## src/rtl/accm_freq_meter.sv

```systemverilog
// Frequency meter for the ACCM phase accumulator: counts carry pulses and meander
// rising edges over a 2**GATE_W clock gate to recover the frequency word.
//   state | meaning
//   IDLE  | waiting for start or cont
//   GATE  | sampling co_in and mx rising edges, 2**GATE_W clocks
//   DONE  | one cycle: publish counts, re-arm if cont
module accm_freq_meter #(
    parameter int GATE_W = 16,
    parameter int CNT_W  = 8
) (
    input  logic             clk,
    input  logic             rst_n,
    input  logic             start,
    input  logic             cont,
    input  logic             co_in,
    input  logic             mx_in,
    output logic [CNT_W-1:0] x_est,
    output logic [CNT_W-1:0] mx_est,
    output logic             valid,
    output logic             busy,
    output logic             ovf,
    output logic             mism
);

    typedef enum logic [1:0] {IDLE, GATE, DONE} state_t;

    localparam logic [GATE_W:0]  GATE_LAST = {1'b0, {GATE_W{1'b1}}};
    localparam logic [CNT_W-1:0] CNT_MAX   = '1;

    state_t           state, state_nx;
    logic             arm;
    logic [GATE_W:0]  gate_cnt;
    logic [CNT_W-1:0] cnt_co, cnt_mx, diff;
    logic             ovf_w, mx_d, mx_rise;

    assign mx_rise = mx_in & ~mx_d;
    assign busy    = (state == GATE);
    assign diff    = (cnt_co >= cnt_mx) ? (cnt_co - cnt_mx) : (cnt_mx - cnt_co);

    always_comb begin
        state_nx = state;
        arm      = 1'b0;
        case (state)
            IDLE: if (start || cont) begin
                state_nx = GATE;
                arm      = 1'b1;
            end
            GATE: if (gate_cnt == GATE_LAST) state_nx = DONE;
            DONE: if (cont) begin
                state_nx = GATE;
                arm      = 1'b1;
            end else begin
                state_nx = IDLE;
            end
            default: state_nx = IDLE;
        endcase
    end

    always_ff @(posedge clk or negedge rst_n) begin
        if (!rst_n) begin
            state <= IDLE;
            mx_d  <= 1'b0;
        end else begin
            state <= state_nx;
            mx_d  <= mx_in;
        end
    end

    // Working counters saturate instead of wrapping; ovf_w remembers the clip.
    always_ff @(posedge clk or negedge rst_n) begin
        if (!rst_n) begin
            gate_cnt <= '0;
            cnt_co   <= '0;
            cnt_mx   <= '0;
            ovf_w    <= 1'b0;
        end else if (arm) begin
            gate_cnt <= '0;
            cnt_co   <= '0;
            cnt_mx   <= '0;
            ovf_w    <= 1'b0;
        end else if (state == GATE) begin
            gate_cnt <= gate_cnt + 1'b1;
            if (co_in) begin
                if (cnt_co == CNT_MAX) ovf_w  <= 1'b1;
                else                   cnt_co <= cnt_co + 1'b1;
            end
            if (mx_rise) begin
                if (cnt_mx == CNT_MAX) ovf_w  <= 1'b1;
                else                   cnt_mx <= cnt_mx + 1'b1;
            end
        end
    end

    // Results are latched while in DONE, so they reflect the full gate even when re-arming.
    always_ff @(posedge clk or negedge rst_n) begin
        if (!rst_n) begin
            x_est  <= '0;
            mx_est <= '0;
            valid  <= 1'b0;
            ovf    <= 1'b0;
            mism   <= 1'b0;
        end else begin
            valid <= (state == DONE);
            if (state == DONE) begin
                x_est  <= cnt_co;
                mx_est <= cnt_mx;
                ovf    <= ovf_w;
                mism   <= (diff > CNT_W'(1));
            end
        end
    end

endmodule
```

## config.mk

```make
export PLATFORM = sky130hd
export DESIGN_NAME = accm_freq_meter
export DESIGN_NICKNAME = d
export VERILOG_FILES = /design/src/rtl/accm_freq_meter.sv
export SDC_FILE = /design/constraint.sdc
export NUM_CORES = 1
export LEC_CHECK = 0
export ABC_AREA = 1
export BUFFER_PORTS_ARGS = -buffer_cell sky130_fd_sc_hd__buf_2
export CORE_UTILIZATION = 55
export CTS_CLUSTER_DIAMETER = 200
export DETAILED_ROUTE_END_ITERATION = 8
export PLACE_DENSITY = 0.78
export SLEW_MARGIN = 10
export SYNTH_ARGS = -nofsm -noshare
export SYNTH_HDL_FRONTEND = slang
export SYNTH_SLANG_ARGS = --single-unit
```

## constraint.sdc

```tcl
create_clock -name clk -period 2.5 [get_ports clk]
set_input_delay 0.375 -clock clk [delete_from_list [all_inputs] [get_ports clk]]
set_output_delay 0.375 -clock clk [all_outputs]
set_load 0.02 [all_outputs]
```

==> results.md, run 1 <==
* First-pass GRT wire length at approximately 13 mm
* Syn_area_per_cell at between 7 and 8 um2
* Die extent in x at 80.4 um
* Mapped Area at 3380 um2
* Crit path time final at approximately 2100 ps
* Worst min-delay path class: primary input to register
* Cell variety after synth at 36
* Maximum VDD drop at 0.324 mV
* First-pass DRT Iterations at 5
* Setup TNS at 0 ps
* Arr. time, crit path at about 2300 ps
* Number of global-route vias before repair at 2,775
* CP Data Required Time at between 2000 and 3000 ps
* # port buffers at 25
* Setup Skew at 7.46 ps
* Initial Util at 0.571
* Die Footprint at 6460 um2
* Slew Limit Fails at 0
* Maxcap violations at 0
* Worst setup path category: register to register
* Gr usage total at 0.258
* RSZ-0062 raised after global routing: false
* Routed wire length per instance at around 13 um
* Ys async rst share at 1.00
* Nets at roughly 500
* CTS Sinks at 56
* Inserted Clock Buffers at 5
* Vias/cell at ~5.4
* DRC violations left at 0
* Top cell type's share of synthesized area at 0.415
* Rows at 28
* Post-synth EDFFs at 0
* Final HPWL DP at around 5.7 mm
* Initial DRC count at 194
* Filler cell count at 529
* GR Overflow Total at 0
* Syn Inst Count at 445
* Antenna violations before repair at 0
* Total number of vias at approximately 3.0k
* Clock Pin Slew Worst Setup and Hold Paths at 110 ps
* Final hold vios at 0
* Leakage at 2.03 nW
* Crit path launch type: register
* Main synth FF type: dfrtp_1
* CTS tree: yes
* Clock tree buffer depth at 2
* H-tree level count at 2
* Period utilisation layout at 0.834
* Syn. warnings at 0
* Clk_lat worst skew at 310 ps
* Worst-Margin Slew at 461 ps
* Yosys top cell by area: dfrtp_1
* Layout cells sized above 1 at 0.105
* IO Count at 26
* Root buffer cell: clkbuf_8
* Status: finished clean
* #FFs+latches synth at 56
* Most frequent cells in the layout: nand2_1, inv_1, dfrtp_1, nand3_1
* Post-Syn Nets at 472
* Power density of the placed cells at between 600 and 700 nW/um2
* Commonest non-fill, non-tap cell in the layout: nand2_1
* Hold Slack at 179 ps
* P&R area growth vs syn at 9.11%
* Synth top area cells: dfrtp_1, nand2_1, inv_1
* Area of the multi-input gates at 1670 um2
* FMAX at 480 MHz
* WL final at 7.42 mm
* Largest net degree at the start of global routing at 28
* Final setup fails at 0
* Antenna diodes at 0
* Die Ht at between 80 and 90 um
* CP endpoint kind: register
* GPL Wtd Cong at around 0.88
* Max FO, Critical Path at 5
* Register area at ~1400 um2
* Routed Antenna Nets at 0
* Post-synthesis sequential area ratio at 0.415
* Placeable Area at slightly below 6000 um2
* Rel. slew slack at 0.693
==> per-layer routing <==
layer,vias up,global-route usage,share of wire,wire length (um)
li1,1494,-,-,-
met1,1332,0.334,0.44,3260
met2,107,0.421,0.48,3590
met3,17,0.0409,0.051,378
met4,0,0.118,0.026,191
met5,-,0,0,0
==> Yosys cell counts (all sizes together) (2+ instances only) <==
| master | count |
|---|---|
| or2 | 2 |
| o21ai | 42 |
| nand2 | 107 |
| nand3 | 41 |
| ha | 19 |
| nor2 | 38 |
| nor3 | 10 |
| inv | 68 |
| a21oi | 27 |
| buf | 3 |
| clkbuf | 5 |
| dfrtp | 56 |
| xor2 | 5 |
| fa | 2 |
| a31oi | 2 |
| o21a | 3 |
| nand4 | 7 |
==> worst max-delay path, stage by stage (launching register included) <==
cell,delay (ps)
dfrtp_1,430
inv_1,140
ha_1,170
inv_1,70
fa_1,380
nand2_1,90
nand2_1,110
nand3_1,90
nand2_1,50
nor2_1,120
nand2_1,70
nor2_1,90
nand2_1,60
nand3_1,70
nand2_1,50
==> final cells by class <==
class,instances,area share
Sequential cell,56,0.380
Timing Repair Buffer,30,0.0482
Clock buffer,6,0.0197
Inverter,69,0.0709
Tap cell,75,0.0255
Multi-Input combinational cell,312,0.452
Clock inverter,2,0.00373
==> what timing repair did <==
item,CTS,global route
setup buffers,0,0
resized for setup,0,0
hold buffers,1,0
hold endpoints to repair,17,0
==> final timing paths <==
check | startpoint | end | slack (ps) | cells after the start
setup / recovery | cnt_co[0] | mism | 410 | 14
hold reg to reg | ovf | ovf | 490 | 2
max in group asynchronous | rst_n | cnt_mx[2] | 1350 | 3
setup reg to reg | cnt_co[0] | mism | 410 | 14
min in group asynchronous | rst_n | mism | 520 | 2
hold / removal | mx_in | mx_d | 180 | 1
==> cells by family (layout without fill, tap and decap cells) <==
| family | Yosys count | after routing | share of synthesized area |
|---|---|---|---|
| adders and majority gates | 21 | 21 | 0.0822 |
| xor gates and xnor gates | 5 | 5 | 0.0130 |
| buffers and inverters | 77 | 107 | 0.0922 |
| DFF | 56 | 56 | 0.415 |
| AOI/OAI and AO/OA | 77 | 77 | 0.122 |
| and+or+nand+nor | 209 | 209 | 0.276 |
==> power breakdown <==
group / switching [W] / internal [W] / leakage [nW] / total [W]
Clock: 0.000312 / 0.000201 / 0.0456 / 0.000513
Combinational: 0.000625 / 0.000329 / 1.31 / 0.000954
Sequential: 0.0000736 / 0.000960 / 0.672 / 0.00103
==> flip-flops by register name (all words and copies together) (netlist names) <==
| register | cells |
|---|---|
| mx_est | 8 |
| state | 2 |
| ovf_w | 1 |
| mx_d | 1 |
| x_est | 8 |
| mism | 1 |
| ovf | 1 |
| cnt_co | 8 |
| gate_cnt | 17 |
| valid | 1 |
| cnt_mx | 8 |
==> stage by stage <==
stage | instance area (um2) | setup slack, ps | total power [W] | std cells | utilization
5_1_grt | 3690 | 168 | 0.00270 | 550 | 0.623
2_1_floorplan | 3380 | 590 | 0.00175 | 445 | -
6_report | 3690 | 415 | 0.00250 | 550 | 0.623
3_3_place_gp | 3590 | 480 | 0.00198 | 541 | 0.606
4_1_cts | 3690 | 418 | 0.00250 | 550 | 0.623
3_5_place_dp | 3590 | 446 | 0.00199 | 541 | 0.606
No activity file was read; power rests on OpenSTA's default activity.
==> run 2, diff against run 1 <==
--- a/config.mk
+++ b/config.mk
@@ -5,12 +5,12 @@
 export SDC_FILE = /design/constraint.sdc
 export NUM_CORES = 1
 export LEC_CHECK = 0
-export ABC_AREA = 1
+export ABC_AREA = 0
 export BUFFER_PORTS_ARGS = -buffer_cell sky130_fd_sc_hd__buf_2
-export CORE_UTILIZATION = 55
+export CORE_UTILIZATION = 54
 export CTS_CLUSTER_DIAMETER = 200
 export DETAILED_ROUTE_END_ITERATION = 8
-export PLACE_DENSITY = 0.78
+export PLACE_DENSITY = 0.8
 export SLEW_MARGIN = 10
 export SYNTH_ARGS = -nofsm -noshare
 export SYNTH_HDL_FRONTEND = slang
==> constraint.sdc (replaced) <==
create_clock -name clk -period 1.75 [get_ports clk]
set_input_delay 0.2625 -clock clk [delete_from_list [all_inputs] [get_ports clk]]
set_output_delay 0.2625 -clock clk [all_outputs]
set_load 0.02 [all_outputs]
==> run 2 against run 1 <==
Against the previous run:
- the run now ends with negative setup slack left
- critical endpoint unchanged
- largest cell class unchanged
- first-iteration DRC count rose by 42%
- flip-flop and latch count did not move
- die area fell by 1.1%
- maximum frequency fell by 1.7%
- combinational power rose to 4.2 times the previous value
- worst setup slack got worse by 790 ps
- highest routed layer unchanged
- hold slack got worse by 99 ps
- global-route usage fell by 0.38 points
==> results.md, run 2 <==
* Total number of vias at 2,784 (was 2,950)
* Failing checks: negative setup slack
* FMAX at 471 MHz (was 480 MHz)
* Mapped Area at 3280 um2 (was 3380 um2)
* Commonest non-fill, non-tap cell in the layout: buf_4 (was nand2_1)
* Synth top area cells: dfrtp_1, ha_1, xnor2_1 (was dfrtp_1, nand2_1, inv_1)
* Crit path launch type: register (unchanged)
* CTS tree: yes (unchanged)
* IO Count at 26 (unchanged)
* Final HPWL DP at 5.62 mm (was 5.67 mm)
* Synth top cells by count: dfrtp_1, nor2_1, nand2_1, inv_1 (was nand2_1, inv_1, dfrtp_1, nand3_1)
* Syn_area_per_cell at 9.51 um2 (was 7.59 um2)
* Antenna diodes at 0 (unchanged)
* First-pass GRT wire length at 12.3 mm (was 12.6 mm)
* Die extent in x at 79.9 um (was 80.4 um)
* Cell variety after synth at 57 (was 36)
* Arr. time, crit path at 2320 ps (was 2300 ps)
* Gr usage total at 0.254 (was 0.258)
* RSZ-0062 raised after global routing: true (was false)
* Initial Util at 0.557 (was 0.571)
* # port buffers at 25 (unchanged)
* Number of global-route vias before repair at 2,602 (was 2,775)
* Syn. warnings at 0 (unchanged)
* Yosys top cell by area: dfrtp_1 (unchanged)
* Top sig layer: met4 (unchanged)
* Largest net degree at the start of global routing at 56 (was 28)
* First-pass DRT Iterations at 4 (was 5)
* Reg with most FFs: gate_cnt (unchanged)
* Most frequent cells in the layout: buf_4, dfrtp_1, nor2_1, nand2_1, buf_2 (was nand2_1, inv_1, dfrtp_1, nand3_1)
* DR WL met2 at 4.29 mm (was 3.59 mm)
* WL final at 8.22 mm (was 7.42 mm)
* Met1 WL at 3.51 mm (was 3.26 mm)
* Slew Limit Fails at 0 (unchanged)
* Worst Setup Slack, final at -371 ps (was 415 ps)
* Die Footprint at 6390 um2 (was 6460 um2)
* CTS Sinks at 56 (unchanged)
* Worst r2r path cells at 9 (was 14)
* Leakage at 2.03 nW (about the same)
* Placeable Area at 5890 um2 (was 5920 um2)
* Period utilisation layout at 1.21 (was 0.834)
* Final setup fails at 18 (was 0)
* Crit path time final at 2120 ps (was 2090 ps)
* Setup Skew at 15.5 ps (was 7.46 ps)
* GPL Wtd Cong at 0.898 (was 0.879)
* Syn Inst Count at 345 (was 445)
* Flip-flop count of the largest register after layout at 17 (unchanged)
* Nets at 454 (was 501)
* Met3 routed WL at 294 um (was 378 um)
* Root buffer cell: clkbuf_8 (unchanged)
* Clk_lat worst skew at 330 ps (was 310 ps)
* Clock Pin Slew Worst Setup and Hold Paths at 110 ps (about the same)
* Worst min-delay path class: primary input to register (unchanged)
* Layout cells sized above 1 at 0.332 (was 0.105)
* Max FO, Critical Path at 3 (was 5)
* Vias/cell at 5.53 (was 5.36)
* CP Data Required Time at 1950 ps (was 2720 ps)
* P&R area growth vs syn at 28.9% (was 9.11%)
* Routed Antenna Nets at 0 (unchanged)
* Inserted Clock Buffers at 5 (unchanged)
* Die Ht at 79.9 um (was 80.4 um)
* Worst-Margin Slew at 430 ps (was 461 ps)
* Power density of the placed cells at 1550 nW/um2 (was 678 nW/um2)
* DRC violations left at 0 (unchanged)
* Antenna violations before repair at 0 (unchanged)
* Final hold vios at 0 (unchanged)
* Post-synth EDFFs at 0 (unchanged)
* Initial DRC count at 275 (was 194)
* Final design utilization at 0.718 (was 0.623)
* Maximum VDD drop at 0.824 mV (was 0.324 mV)
* Ys async rst share at 1.00 (unchanged)
* Worst setup path category: register to register (unchanged)
* Post-Syn Nets at 372 (was 472)
* Count leader, synth: dfrtp_1 (was nand2_1)
* Rows at 28 (unchanged)
* #FFs+latches synth at 56 (unchanged)
* Post-Layout Cell Count at 503 (was 550)
* Post-placement cell count at 485 (was 541)
* Post-synthesis sequential area ratio at 0.427 (was 0.415)
* GR Overflow Total at 0 (unchanged)
* CP endpoint kind: register (unchanged)
* Status: complete, but fails checks (was finished clean)
* H-tree level count at 2 (unchanged)
* Rel. slew slack at 0.713 (was 0.693)
* Top cell type's share of synthesized area at 0.427 (was 0.415)
* Maxcap violations at 0 (unchanged)
* Hold Crit Depth at 1 (unchanged)
* Clock tree buffer depth at 2 (unchanged)
* Routed wire length per instance at 16.3 um (was 13.5 um)
* Main synth FF type: dfrtp_1 (unchanged)
==> run 2: cell count changes after synthesis, moves of 4 or more <==
cell / before / now
xnor2_1: 0 / 20
nand2_1: 103 / 36
inv_1: 66 / 26
and3_1: 1 / 5
mux2i_1: 0 / 4
xor2_1: 5 / 11
o21ai_0: 37 / 20
a21oi_1: 27 / 14
nand3_1: 41 / 12
nand2b_1: 0 / 6
==> run 2: timing repair <==
item,4_1_cts,5_1_grt
cloned,0,0
setup buffers,6,3
setup endpoints to repair,19,24
resized for setup,14,19
hold buffers,1,0
pin swaps,9,10
endpoints found under the hold margin,56,0
==> run 2: cell families after synthesis <==
kind of cell | count (synthesis) | share of synthesized area
AOI/OAI and AO/OA | 61 | 0.129
xor gates and xnor gates | 31 | 0.0828
adders and majority gates | 21 | 0.0847
buffers and inverters | 41 | 0.0534
DFF | 56 | 0.427
muxes | 4 | 0.0122
and+or+nand+nor | 131 | 0.211
==> run 2: stage by stage <==
stage	setup TNS, ps	total power, W	hold WS, ps	instance area (um2)	worst slack (ps)
detailed placement	-2200	0.00532	63.6	3860	-339
finish	-4150	0.00653	79.7	4230	-371
global placement	-1570	0.00521	62.3	3860	-298
CTS	-2730	0.00625	66.4	4100	-358
floorplan	-272	0.00401	-33.1	3300	-225
global route	-5490	0.00700	61.5	4230	-506
==> run 2: cell type report <==
cell class / count / area [um2]
Multi-Input combinational cell: 248 / 1890
Fill cell: 392 / 1660
Sequential cell: 56 / 1400
Timing Repair Buffer: 89 / 632
Inverter: 27 / 106
Tap cell: 75 / 93.8
Clock buffer: 5 / 68.8
Clock inverter: 3 / 27.5
==> run 2: per-layer routing <==
metal  vias to the layer above  track usage
li1                       1329            -
met3                        16       0.0434
met5                         -            0
met4                         0       0.0804
met2                        64        0.440
met1                      1375        0.320
==> run 2: path summary, 6_finish.rpt <==
check,slack (ps),from,endpoint
min in group asynchronous,250,rst_n,x_est[1]
worst max register to register,-370,cnt_co[0],mism
max in group asynchronous,1010,rst_n,cnt_mx[0]
worst min register to register,490,x_est[2],x_est[2]
worst min-delay path,80,mx_in,mx_d
worst max-delay path,-370,cnt_co[0],mism
==> run 2: report_power, final <==
group	switching (W)	total (W)	internal, W
registers	0.000246	0.00179	0.00154
logic	0.00210	0.00397	0.00187
clock network	0.000475	0.000771	0.000295
total	0.00282	0.00653	0.00371
==> run 2: worst max-delay path, cell delays in order, from the launching register on <==
cell,delay (ps)
dfrtp_1,420
inv_2,90
ha_4,140
inv_2,30
fa_2,450
a2111oi_4,320
o21ai_1,100
a21oi_1,160
nor4b_4,210
a311oi_1,60
